$ cat config.mk
export PLATFORM = sky130hd
export DESIGN_NAME = alu_seq_exec
export DESIGN_NICKNAME = d
export VERILOG_FILES = /design/src/rtl/alu_seq_exec.sv
export SDC_FILE = /design/constraint.sdc
export NUM_CORES = 1
export LEC_CHECK = 0
export ABC_AREA = 1
export CAP_MARGIN = 15
export CORE_MARGIN = 2
export CORE_UTILIZATION = 54
export CTS_CLUSTER_SIZE = 8
export DETAILED_ROUTE_END_ITERATION = 6
export HOLD_SLACK_MARGIN = 0.15
export PLACE_DENSITY = 0.77
export REMOVE_ABC_BUFFERS = 1
export SLEW_MARGIN = 25
export SYNTH_ARGS = -nofsm -noshare
export SYNTH_HDL_FRONTEND = slang
export SYNTH_SLANG_ARGS = --single-unit
$ cat constraint.sdc
create_clock -name clk -period 3.2 [get_ports clk]
set_input_delay 0.96 -clock clk [delete_from_list [all_inputs] [get_ports clk]]
set_output_delay 0.96 -clock clk [all_outputs]
set_load 0.02 [all_outputs]
$ cat src/rtl/alu_seq_exec.sv
// alu_seq_exec: RV32I integer ALU decode/execute unit with valid/ready
// handshakes on both sides. Non-shift operations complete one cycle after
// acceptance. Shifts run serially, one bit per cycle, so a shift by shamt
// completes shamt+1 cycles after acceptance.
//
// Ports:
//   clk, rst           rising-edge clock, synchronous active-high reset
//   in_valid/in_ready  request handshake (in_ready high only when idle)
//   ALUOp              00 add, 01 sub, 10 R-type, 11 I-type
//   funct3, funct7     instruction function fields (funct7 = imm[11:5] for I-type)
//   op_a, op_b         operands; the shift amount is op_b[SHW-1:0]
//   out_valid/out_ready result handshake
//   result, zero       ALU result and (result == 0)
//   illegal            unsupported funct combination
//   alu_ctrl           decoded operation code, for trace
module alu_seq_exec #(
    parameter  int XLEN = 32,
    localparam int SHW  = $clog2(XLEN)
) (
    input  logic            clk,
    input  logic            rst,
    input  logic            in_valid,
    output logic            in_ready,
    input  logic [1:0]      ALUOp,
    input  logic [2:0]      funct3,
    input  logic [6:0]      funct7,
    input  logic [XLEN-1:0] op_a,
    input  logic [XLEN-1:0] op_b,
    output logic            out_valid,
    input  logic            out_ready,
    output logic [XLEN-1:0] result,
    output logic            zero,
    output logic            illegal,
    output logic [3:0]      alu_ctrl
);

    localparam logic [3:0] CTRL_ADD  = 4'b0000;
    localparam logic [3:0] CTRL_SUB  = 4'b0001;
    localparam logic [3:0] CTRL_AND  = 4'b0010;
    localparam logic [3:0] CTRL_OR   = 4'b0011;
    localparam logic [3:0] CTRL_XOR  = 4'b0100;
    localparam logic [3:0] CTRL_SLL  = 4'b0101;
    localparam logic [3:0] CTRL_SRL  = 4'b0110;
    localparam logic [3:0] CTRL_SRA  = 4'b0111;
    localparam logic [3:0] CTRL_SLT  = 4'b1000;
    localparam logic [3:0] CTRL_SLTU = 4'b1001;

    localparam logic [6:0] F7_BASE = 7'b0000000;
    localparam logic [6:0] F7_ALT  = 7'b0100000;

    typedef enum logic [1:0] {
        ST_IDLE = 2'b00,
        ST_BUSY = 2'b01,
        ST_DONE = 2'b10
    } state_e;

    // funct3 -> operation for the base (funct7 = 0) encodings
    function automatic logic [3:0] base_map(input logic [2:0] f3);
        logic [3:0] c;
        case (f3)
            3'b000:  c = CTRL_ADD;
            3'b001:  c = CTRL_SLL;
            3'b010:  c = CTRL_SLT;
            3'b011:  c = CTRL_SLTU;
            3'b100:  c = CTRL_XOR;
            3'b101:  c = CTRL_SRL;
            3'b110:  c = CTRL_OR;
            3'b111:  c = CTRL_AND;
            default: c = CTRL_ADD;
        endcase
        return c;
    endfunction

    // Returns {illegal, alu_ctrl}; alu_ctrl is forced to ADD when illegal
    function automatic logic [4:0] decode_op(input logic [1:0] aluop,
                                             input logic [2:0] f3,
                                             input logic [6:0] f7);
        logic       ill;
        logic [3:0] c;
        ill = 1'b0;
        c   = base_map(f3);
        case (aluop)
            2'b00: c = CTRL_ADD;
            2'b01: c = CTRL_SUB;
            2'b10: begin
                if (f7 == F7_BASE) begin
                    c = base_map(f3);
                end else if ((f7 == F7_ALT) && (f3 == 3'b000)) begin
                    c = CTRL_SUB;
                end else if ((f7 == F7_ALT) && (f3 == 3'b101)) begin
                    c = CTRL_SRA;
                end else begin
                    ill = 1'b1;
                end
            end
            2'b11: begin
                // Immediate forms: funct7 only qualifies the shift encodings
                if ((f3 == 3'b001) && (f7 != F7_BASE)) begin
                    ill = 1'b1;
                end else if ((f3 == 3'b101) && (f7 == F7_ALT)) begin
                    c = CTRL_SRA;
                end else if ((f3 == 3'b101) && (f7 != F7_BASE)) begin
                    ill = 1'b1;
                end else begin
                    c = base_map(f3);
                end
            end
            default: ill = 1'b1;
        endcase
        if (ill) begin
            c = CTRL_ADD;
        end else begin
            c = c;
        end
        return {ill, c};
    endfunction

    state_e          state_r;
    logic            in_ready_r;
    logic            out_valid_r;
    logic [XLEN-1:0] result_r;
    logic            zero_r;
    logic            illegal_r;
    logic [3:0]      alu_ctrl_r;
    logic [XLEN-1:0] shift_val_r;
    logic [SHW-1:0]  count_r;
    logic [3:0]      shift_op_r;

    logic [4:0]      dec_s;
    logic            dec_illegal_s;
    logic [3:0]      dec_ctrl_s;
    logic            is_shift_s;
    logic [SHW-1:0]  shamt_s;
    logic [XLEN-1:0] exec_result_s;
    logic [XLEN-1:0] fin_result_s;
    logic [XLEN-1:0] shift_next_s;

    // Decode the request fields
    always_comb begin
        dec_s         = decode_op(ALUOp, funct3, funct7);
        dec_illegal_s = dec_s[4];
        dec_ctrl_s    = dec_s[3:0];
        shamt_s       = op_b[SHW-1:0];
        is_shift_s    = (dec_ctrl_s == CTRL_SLL) || (dec_ctrl_s == CTRL_SRL) ||
                        (dec_ctrl_s == CTRL_SRA);
    end

    // Single-cycle execute; a shift yields op_a, which is the final answer
    // when shamt is zero (non-zero shifts go through the serial path instead)
    always_comb begin
        exec_result_s = {XLEN{1'b0}};
        case (dec_ctrl_s)
            CTRL_ADD:  exec_result_s = op_a + op_b;
            CTRL_SUB:  exec_result_s = op_a - op_b;
            CTRL_AND:  exec_result_s = op_a & op_b;
            CTRL_OR:   exec_result_s = op_a | op_b;
            CTRL_XOR:  exec_result_s = op_a ^ op_b;
            CTRL_SLT:  exec_result_s = {{(XLEN-1){1'b0}}, ($signed(op_a) < $signed(op_b))};
            CTRL_SLTU: exec_result_s = {{(XLEN-1){1'b0}}, (op_a < op_b)};
            CTRL_SLL,
            CTRL_SRL,
            CTRL_SRA:  exec_result_s = op_a;
            default:   exec_result_s = {XLEN{1'b0}};
        endcase
        if (dec_illegal_s) begin
            fin_result_s = {XLEN{1'b0}};
        end else begin
            fin_result_s = exec_result_s;
        end
    end

    // One-bit step of the serial shifter
    always_comb begin
        case (shift_op_r)
            CTRL_SLL: shift_next_s = {shift_val_r[XLEN-2:0], 1'b0};
            CTRL_SRL: shift_next_s = {1'b0, shift_val_r[XLEN-1:1]};
            CTRL_SRA: shift_next_s = {shift_val_r[XLEN-1], shift_val_r[XLEN-1:1]};
            default:  shift_next_s = shift_val_r;
        endcase
    end

    // Control FSM with registered handshake and result outputs
    always_ff @(posedge clk) begin
        if (rst) begin
            state_r     <= ST_IDLE;
            in_ready_r  <= 1'b1;
            out_valid_r <= 1'b0;
            result_r    <= {XLEN{1'b0}};
            zero_r      <= 1'b0;
            illegal_r   <= 1'b0;
            alu_ctrl_r  <= 4'b0000;
            shift_val_r <= {XLEN{1'b0}};
            count_r     <= {SHW{1'b0}};
            shift_op_r  <= 4'b0000;
        end else begin
            case (state_r)
                ST_IDLE: begin
                    if (in_valid) begin
                        in_ready_r <= 1'b0;
                        if (!dec_illegal_s && is_shift_s && (shamt_s != {SHW{1'b0}})) begin
                            state_r     <= ST_BUSY;
                            shift_val_r <= op_a;
                            count_r     <= shamt_s;
                            shift_op_r  <= dec_ctrl_s;
                        end else begin
                            state_r     <= ST_DONE;
                            out_valid_r <= 1'b1;
                            result_r    <= fin_result_s;
                            zero_r      <= (fin_result_s == {XLEN{1'b0}});
                            illegal_r   <= dec_illegal_s;
                            alu_ctrl_r  <= dec_ctrl_s;
                        end
                    end else begin
                        in_ready_r <= 1'b1;
                    end
                end
                ST_BUSY: begin
                    shift_val_r <= shift_next_s;
                    count_r     <= count_r - {{(SHW-1){1'b0}}, 1'b1};
                    // Last bit shifted this edge: publish the result now
                    if (count_r == {{(SHW-1){1'b0}}, 1'b1}) begin
                        state_r     <= ST_DONE;
                        out_valid_r <= 1'b1;
                        result_r    <= shift_next_s;
                        zero_r      <= (shift_next_s == {XLEN{1'b0}});
                        illegal_r   <= 1'b0;
                        alu_ctrl_r  <= shift_op_r;
                    end else begin
                        state_r <= ST_BUSY;
                    end
                end
                ST_DONE: begin
                    if (out_ready) begin
                        state_r     <= ST_IDLE;
                        out_valid_r <= 1'b0;
                        in_ready_r  <= 1'b1;
                    end else begin
                        state_r <= ST_DONE;
                    end
                end
                default: begin
                    state_r     <= ST_IDLE;
                    out_valid_r <= 1'b0;
                    in_ready_r  <= 1'b1;
                end
            endcase
        end
    end

    assign in_ready  = in_ready_r;
    assign out_valid = out_valid_r;
    assign result    = result_r;
    assign zero      = zero_r;
    assign illegal   = illegal_r;
    assign alu_ctrl  = alu_ctrl_r;

endmodule
==> flow_metrics.tcl, run 1 <==
set metrics [dict create \
    cts-root-buf "clkbuf_16" \
    synth_cell_type_count 48 \
    synth_seq_cells 83 \
    die_x_microns 151 \
    finalWeightedCongestion 1.13 \
    cts_buffers 9 \
    syn_area_sq_um 11700 \
    failing_step "global routing (5_1_grt)" \
    clock-sinks 83 \
    status "did not finish" \
    dpl_cell_area_sq_um 16200 \
    h-tree-depth 3 \
    grt_usage_pct 91.7 \
    start_util_pct 55.5 \
    postCtsHoldBufs 0 \
    ios 120 \
    netlist_instances 2145 \
    hpwlAfterDp_microns 42500 \
    endpoint_type "register data pin" \
    rows 53 \
    yosys_warnings 0 \
    synth_area_per_cell_sq_um 5.47 \
    stop_error "[ERROR GRT-0232] Routing congestion too high. Check the congestion heatmap in the GUI." \
    worst_endpoint "zero$_SDFFE_PP0P_/D" \
    grt_max_degree 78 \
    die_h_microns 151 \
    port-buffer-count 119 \
    clock_path_buffers 2 \
    overflow 715 \
    yosysSeqAreaShare_pct 14.2 \
]
## logic make-up after synthesis
family                     share of synthesized area, %
AOI/OAI and AO/OA                                  17.0
xor gates and xnor gates                           1.79
adders and majority gates                          10.8
buffers and inverters                              15.3
DFF                                                14.2
and+or+nand+nor                                    40.9
## synth_stat cells (all sizes together)
library cell / count / area, sq um
inv: 344 / 1290
a211oi: 1 / 7.51
a21o: 1 / 7.51
clkinv: 8 / 30.0
o21ai: 147 / 747
fa: 2 / 40.0
nand3b: 5 / 37.5
a21boi: 3 / 22.5
nor3: 24 / 125
or2: 23 / 144
a31oi: 38 / 238
nand2: 608 / 2300
ha: 98 / 1230
o22ai: 25 / 156
buf: 55 / 302
clkbuf: 47 / 176
xor2: 23 / 201
nand4: 60 / 375
xnor2: 1 / 8.76
nand3: 178 / 916
o211ai: 2 / 20.0
nor2: 211 / 836
o21a: 2 / 15.0
nor4: 8 / 50.1
dfxtp: 83 / 1660
a21oi: 128 / 641
and2: 2 / 12.5
o221ai: 8 / 70.1
o21bai: 9 / 67.6
o31ai: 1 / 7.51
## what timing repair did
action | in CTS
setup endpoints to repair | 38
pin swaps | 116
gates resized for setup | 494
hold endpoints to repair | 0
setup buffers | 62
gates cloned | 2
## routing by layer
| metal | GRT overflow | track usage (%) |
|---|---|---|
| met5 | 2 | 50.9 |
| met1 | 16 | 86.5 |
| met4 | 231 | 103 |
| met2 | 447 | 108 |
| met3 | 19 | 76.7 |
## metrics by stage
stage / std cells / worst slack [ns]
after CTS: 2941 / -0.00850
after floorplan: 2043 / -0.762
after global placement: 2861 / -0.989
after detailed placement: 2861 / -1.02
==> inputs of run 2 (changes only) <==
--- a/config.mk
+++ b/config.mk
@@ -8,11 +8,9 @@
 export ABC_AREA = 1
 export CAP_MARGIN = 15
 export CORE_MARGIN = 2
-export CORE_UTILIZATION = 54
-export CTS_CLUSTER_SIZE = 8
+export CORE_UTILIZATION = 40
 export DETAILED_ROUTE_END_ITERATION = 6
-export HOLD_SLACK_MARGIN = 0.15
-export PLACE_DENSITY = 0.77
+export PLACE_DENSITY_LB_ADDON = 0.15
 export REMOVE_ABC_BUFFERS = 1
 export SLEW_MARGIN = 25
 export SYNTH_ARGS = -nofsm -noshare
==> constraint.sdc (replaced) <==
create_clock -name clk -period 4.2 [get_ports clk]
set_input_delay 1.26 -clock clk [delete_from_list [all_inputs] [get_ports clk]]
set_output_delay 1.26 -clock clk [all_outputs]
set_load 0.02 [all_outputs]
==> run 2 against run 1 <==
- synthesized cell count unchanged
- area after synthesis unchanged
- the run now ends clean
==> flow_metrics.tcl, run 2 <==
set metrics [dict create \
    start_util_pct 40.8 \
    r2r_slack_ns 1.07 \
    reg2reg_from "shift_op_r[2]$_SDFFE_PP0P_" \
    num_vias 16000 \
    cp-start-kind "input port" \
    worst-path-max-fanout 7 \
    synth-main-ff-cell "dfxtp_1" \
    drtIter0Drc 1527 \
    avgViaCountPerCell 5.31 \
    die_h_microns 175 \
    ios 120 \
    synth_area_leaders "nand2_1, dfxtp_1, inv_1" \
    drive_gt1_share_pct 22.4 \
    fin_nets 2796 \
    finalPower_mw 4.27 \
    fin_cells 3005 \
    port-buffer-count 119 \
    drc_errors 0 \
    peakVddDrop_v 0.000196 \
    seq_area_sq_um 1660 \
    fmax_mhz 246 \
    max_cap_viol_count 0 \
    place_ws_ns -0.504 \
    grt_pass1_wl_microns 83400 \
    synth_most_common_cell "nand2_1" \
    finalHoldViolCount 0 \
    dp_cells 2986 \
    dr.pass1.iters 6 \
    rows 62 \
    syn_area_sq_um 11700 \
    finish.instance_area_sq_um 17100 \
    rr_endpoint "zero$_SDFFE_PP0P_" \
    setup_viol 0 \
    crit_arrival_ns 4.35 \
    ant_nets 0 \
    worst_hold_slack_ns 0.471 \
    r2r_cells 12 \
    synth_seq_cells 83 \
    grt_max_degree 72 \
    clock-sinks 83 \
    synth_area_per_cell_sq_um 5.47 \
    dieArea_sq_um 30700 \
    clock_path_buffers 2 \
    hpwlAfterDp_microns 45700 \
    grt_usage_pct 35.3 \
    detail_route.wirelength_microns 55700 \
    cts-root-buf "clkbuf_16" \
    multiInputGateArea_sq_um 8680 \
    gr-usage-met1_pct 49.0 \
    yosys.area.top_type_share_pct 19.2 \
    met3_usage_pct 5.17 \
    grt_util_met2_pct 55.8 \
    clkTransAtPathRegs_ns 0.07 \
    hold_end "out_valid$_SDFFE_PP0P_" \
    finalWeightedCongestion 1.02 \
    syn2layout_area_growth_pct 45.5 \
    relSlewSlack_pct 36.5 \
    grt-busiest-layer "met2" \
    postCtsHoldBufs 0 \
    cts_buffers 9 \
    tightest_slew_ns 0.952 \
    first_global_vias 14800 \
    worstHoldStart "out_valid$_SDFFE_PP0P_" \
    crit_required_ns 4.48 \
    holdPathStages 2 \
    cts_tree "done" \
    min_period_ns 4.07 \
    status "completed" \
    mostFrequentLayoutCell "nand2_1" \
    hold_path.class "register to register" \
    power.density_nw_per_um2 250 \
    h-tree-depth 3 \
    synth_area_leader_cell "nand2_1" \
    yosysSeqAreaShare_pct 14.2 \
    dpl_cell_area_sq_um 16400 \
    antenna_found_initial 1 \
    layout_common_cells "nand2_1, buf_4, inv_1" \
    synth_edf_count 0 \
    synth_cell_type_count 48 \
    overflow 0 \
    p_leak_nw 8.83 \
    n_fill_cell 2971 \
    skew_ns 0.00857 \
    end_kind "register" \
    clk_latency_ns 0.35 \
    fin_ws_ns 0.130 \
    synth_commonest_cells "nand2_1, inv_1, nor2_1, nand3_1, o21ai_0" \
    timing.final.crit_share_pct 96.9 \
    antenna_cells 0 \
    ys_async_sr_fraction_pct 0 \
    core_sq_um 28800 \
    netlist_instances 2145 \
    maxSlewViolCount 0 \
    post_drt_wl_per_cell_microns 18.5 \
    yosys_warnings 0 \
    die_x_microns 175 \
    critical_path_class "input port to register" \
]
run 2: cell counts after synthesis:
Identical to the previous run, type by type.
run 2: report_power, final:
group	leakage, nW	total [mW]	internal, mW	switching [mW]
Combinational	7.99	2.50	1.08	1.42
Sequential	0.683	0.937	0.882	0.0554
Clock	0.149	0.832	0.471	0.360
Total	8.83	4.27	2.43	1.83
run 2: worst max-delay path by stage:
| stage | startpoint | endpoint | cells past startpoint | slack (ns) |
|---|---|---|---|---|
| finish | op_b[2] | zero$_SDFFE_PP0P_ | 24 | 0.13 |
| global route | op_a[15] | zero$_SDFFE_PP0P_ | 23 | -0.004 |
| CTS | op_a[8] | zero$_SDFFE_PP0P_ | 22 | 0.01 |
| detailed placement | op_a[2] | zero$_SDFFE_PP0P_ | 23 | -0.50 |
| global placement | op_a[0] | zero$_SDFFE_PP0P_ | 22 | -0.38 |
| floorplan | funct7[4] | alu_ctrl[0]$_SDFFE_PP0P_ | 16 | 0.06 |
run 2: area by class of cell:
type	count	area share [%]
Inverter	352	7.75
Clock buffer	9	1.32
Sequential cell	83	9.73
Timing Repair Buffer	562	27.1
Multi-Input combinational cell	1608	50.8
Clock inverter	7	0.491
Tap cell	384	2.81
run 2: what timing repair did:
action	4_1_cts	5_1_grt
gates resized for setup	7	81
buffers inserted	0	3
endpoints found under the setup margin	1	6
endpoints found under the hold margin	0	0
pin swaps	0	9
run 2: cell families after synthesis:
| family | Yosys count | synth area share [%] |
|---|---|---|
| flip-flops | 83 | 14.2 |
| buffers and inverters | 454 | 15.3 |
| AND/OR/NAND/NOR | 1119 | 40.9 |
| AO/OA/AOI/OAI | 365 | 17.0 |
| adder cells (fa/ha/maj) | 100 | 10.8 |
| XOR/XNOR | 24 | 1.79 |
run 2: metrics by stage:
stage	util (%)	TNS, ns
after floorplan	-	0
after CTS	58.0	0
after global routing	59.4	-0.00367
final	59.4	0
after detailed placement	56.8	-1.86
after global placement	56.8	-1.57
run 2: worst max-delay path: stages:
cell	delay, ns
clkdlybuf4s50_1	0.49
inv_1	0.09
ha_4	0.28
buf_4	0.14
nand2_1	0.09
nand2_1	0.12
nand2_1	0.08
nand2_1	0.04
nand2_1	0.05
nand3b_1	0.23
buf_4	0.23
xor2_1	0.13
nand3_1	0.07
nand2_1	0.07
nor2_1	0.13
nand2_2	0.12
nand2_1	0.07
nand2_1	0.05
nor2_1	0.08
buf_4	0.14
nand3_1	0.08
nor2_1	0.09
nand2_1	0.08
a21oi_2	0.12
run 2: layer usage:
metal	routed length [microns]	part of all wire, %	vias up
met5	0	0	-
met4	1850	3.3	0
met3	4690	8.4	84
met2	24200	44	666
met1	24900	45	7397
li1	-	-	7806
Note: power is estimated with default switching activity, not from simulation.
==> inputs of run 3 (changes only) <==
--- a/config.mk
+++ b/config.mk
@@ -9,8 +9,8 @@
 export CAP_MARGIN = 15
 export CORE_MARGIN = 2
 export CORE_UTILIZATION = 40
+export CTS_CLUSTER_DIAMETER = 60
 export DETAILED_ROUTE_END_ITERATION = 6
-export PLACE_DENSITY_LB_ADDON = 0.15
 export REMOVE_ABC_BUFFERS = 1
 export SLEW_MARGIN = 25
 export SYNTH_ARGS = -nofsm -noshare
==> run 3 against run 2 <==
- maximum frequency is 0.75% higher
- sequential power hardly changed
- wire length is 1.0% lower
- clock skew is 0.00098 ns lower
- sequential share of layout area is 0.31 points higher
==> flow_metrics.tcl, run 3 (synthesized netlist as in run 2, its figures left out) <==
set metrics [dict create \
    reg2reg_from "shift_op_r[2]$_SDFFE_PP0P_" \
    clk_latency_ns 0.34 \
    core_sq_um 28800 \
    startpoint "op_a[0]" \
    relSlewSlack_pct 33.4 \
    crit_arrival_ns 4.32 \
    dieArea_sq_um 30700 \
    worst_hold_slack_ns 0.469 \
    mostFrequentLayoutCell "nand2_1" \
    crit_required_ns 4.48 \
    r2r_slack_ns 1.18 \
    skew_ns 0.00759 \
    fmax_mhz 248 \
    overflow 0 \
    power.density_nw_per_um2 253 \
    antenna_found_initial 1 \
    hold_end "illegal$_SDFFE_PP0P_" \
    holdPathStages 2 \
    max_cap_viol_count 0 \
    critical_path_class "input port to register" \
    min_period_ns 4.04 \
    avgViaCountPerCell 5.31 \
    num_vias 15700 \
    end_kind "register" \
    timing.final.crit_share_pct 96.2 \
    h-tree-depth 3 \
    drive_gt1_share_pct 20.1 \
    port-buffer-count 119 \
    cts-root-buf "clkbuf_16" \
    grt_usage_pct 35.1 \
    clock_path_buffers 2 \
    clock-sinks 83 \
    drc_errors 0 \
    peakVddDrop_v 0.000206 \
    detail_route.wirelength_microns 55100 \
    rr_endpoint "zero$_SDFFE_PP0P_" \
    maxSlewViolCount 0 \
    grt_pass1_wl_microns 83000 \
    worstHoldStart "illegal$_SDFFE_PP0P_" \
    layout_common_cells "nand2_1, buf_4, inv_1" \
    hpwlAfterDp_microns 45200 \
    antenna_cells 0 \
    start_util_pct 40.8 \
    tightest_slew_ns 0.998 \
    worst-path-max-fanout 3 \
    first_global_vias 14700 \
    finalHoldViolCount 0 \
    finalWeightedCongestion 1.01 \
    cts_buffers 9 \
    fin_nets 2742 \
    post_drt_wl_per_cell_microns 18.7 \
    utilization_pct 57.5 \
    drtIter0Drc 1444 \
    ios 120 \
    ant_nets 0 \
    rows 62 \
    die_h_microns 175 \
    setup_viol 0 \
    die_x_microns 175 \
    cp-start-kind "input port" \
    dr.pass1.iters 6 \
    place_ws_ns -0.527 \
    r2r_cells 12 \
    hold_path.class "register to register" \
    clkTransAtPathRegs_ns 0.07 \
    syn2layout_area_growth_pct 41.1 \
    p_leak_nw 8.54 \
    fin_ws_ns 0.160 \
    status "completed" \
    cts_tree "done" \
    grt_max_degree 63 \
]
-- run 3: routing by layer --
layer / up-vias / wire length (microns) / GRT usage (%)
met1: 7285 / 25200 / 49.6
li1: 7698 / - / -
met4: 2 / 1320 / 9.20
met3: 81 / 4250 / 4.74
met5: - / 8 / 0
met2: 599 / 24300 / 55.8
-- run 3: how the worst max path moves through the flow --
stage / to / slack [ns]
2_1_floorplan: alu_ctrl[0]$_SDFFE_PP0P_ / 0.06
3_5_place_dp: zero$_SDFFE_PP0P_ / -0.53
6_report: zero$_SDFFE_PP0P_ / 0.16
4_1_cts: zero$_SDFFE_PP0P_ / 0.02
3_3_place_gp: zero$_SDFFE_PP0P_ / -0.51
5_1_grt: zero$_SDFFE_PP0P_ / -0.02
-- run 3: timing repair --
item	CTS	global route
pin swaps	0	5
setup buffers	0	2
hold buffers	0	0
setup endpoints to repair	1	5
hold endpoints to repair	0	0
resized for setup	8	62
-- run 3: area by class of cell --
type | count | area [sq um]
clock buffer | 9 | 225
clock inverter | 7 | 81.3
fill | 2966 | 12200
inverter | 352 | 1320
multi-input combinational | 1608 | 8570
sequential | 83 | 1660
tap | 384 | 480
timing repair buffer | 508 | 4220
-- run 3: worst max-delay path, stage by stage --
cell,delay [ns]
clkdlybuf4s50_1,0.50
ha_1,0.29
fa_1,0.40
buf_4,0.17
nand3_1,0.10
nand3_1,0.16
buf_4,0.18
xor2_1,0.13
nand3_1,0.07
nand2_1,0.05
nor2_1,0.09
nand2_1,0.16
nand2_1,0.15
nand2_1,0.06
nor2_1,0.16
nand3_1,0.10
nor2_1,0.09
nand2_1,0.07
a21oi_1,0.11
-- run 3: metrics by stage --
stage / total power, mW / std cells / area [sq um] / setup TNS [ns]
floorplan: 2.03 / 2043 / 11300 / 0
CTS: 4.08 / 2949 / 16300 / 0
global route: 4.42 / 2951 / 16600 / -0.0185
global placement: 3.24 / 2933 / 16000 / -1.26
detailed placement: 3.25 / 2933 / 16000 / -1.46
finish: 4.18 / 2951 / 16600 / 0
-- run 3: report_power, final --
part	switching (mW)	internal, mW
logic	1.39	1.02
registers	0.0560	0.882
clock network	0.363	0.471
total	1.81	2.37
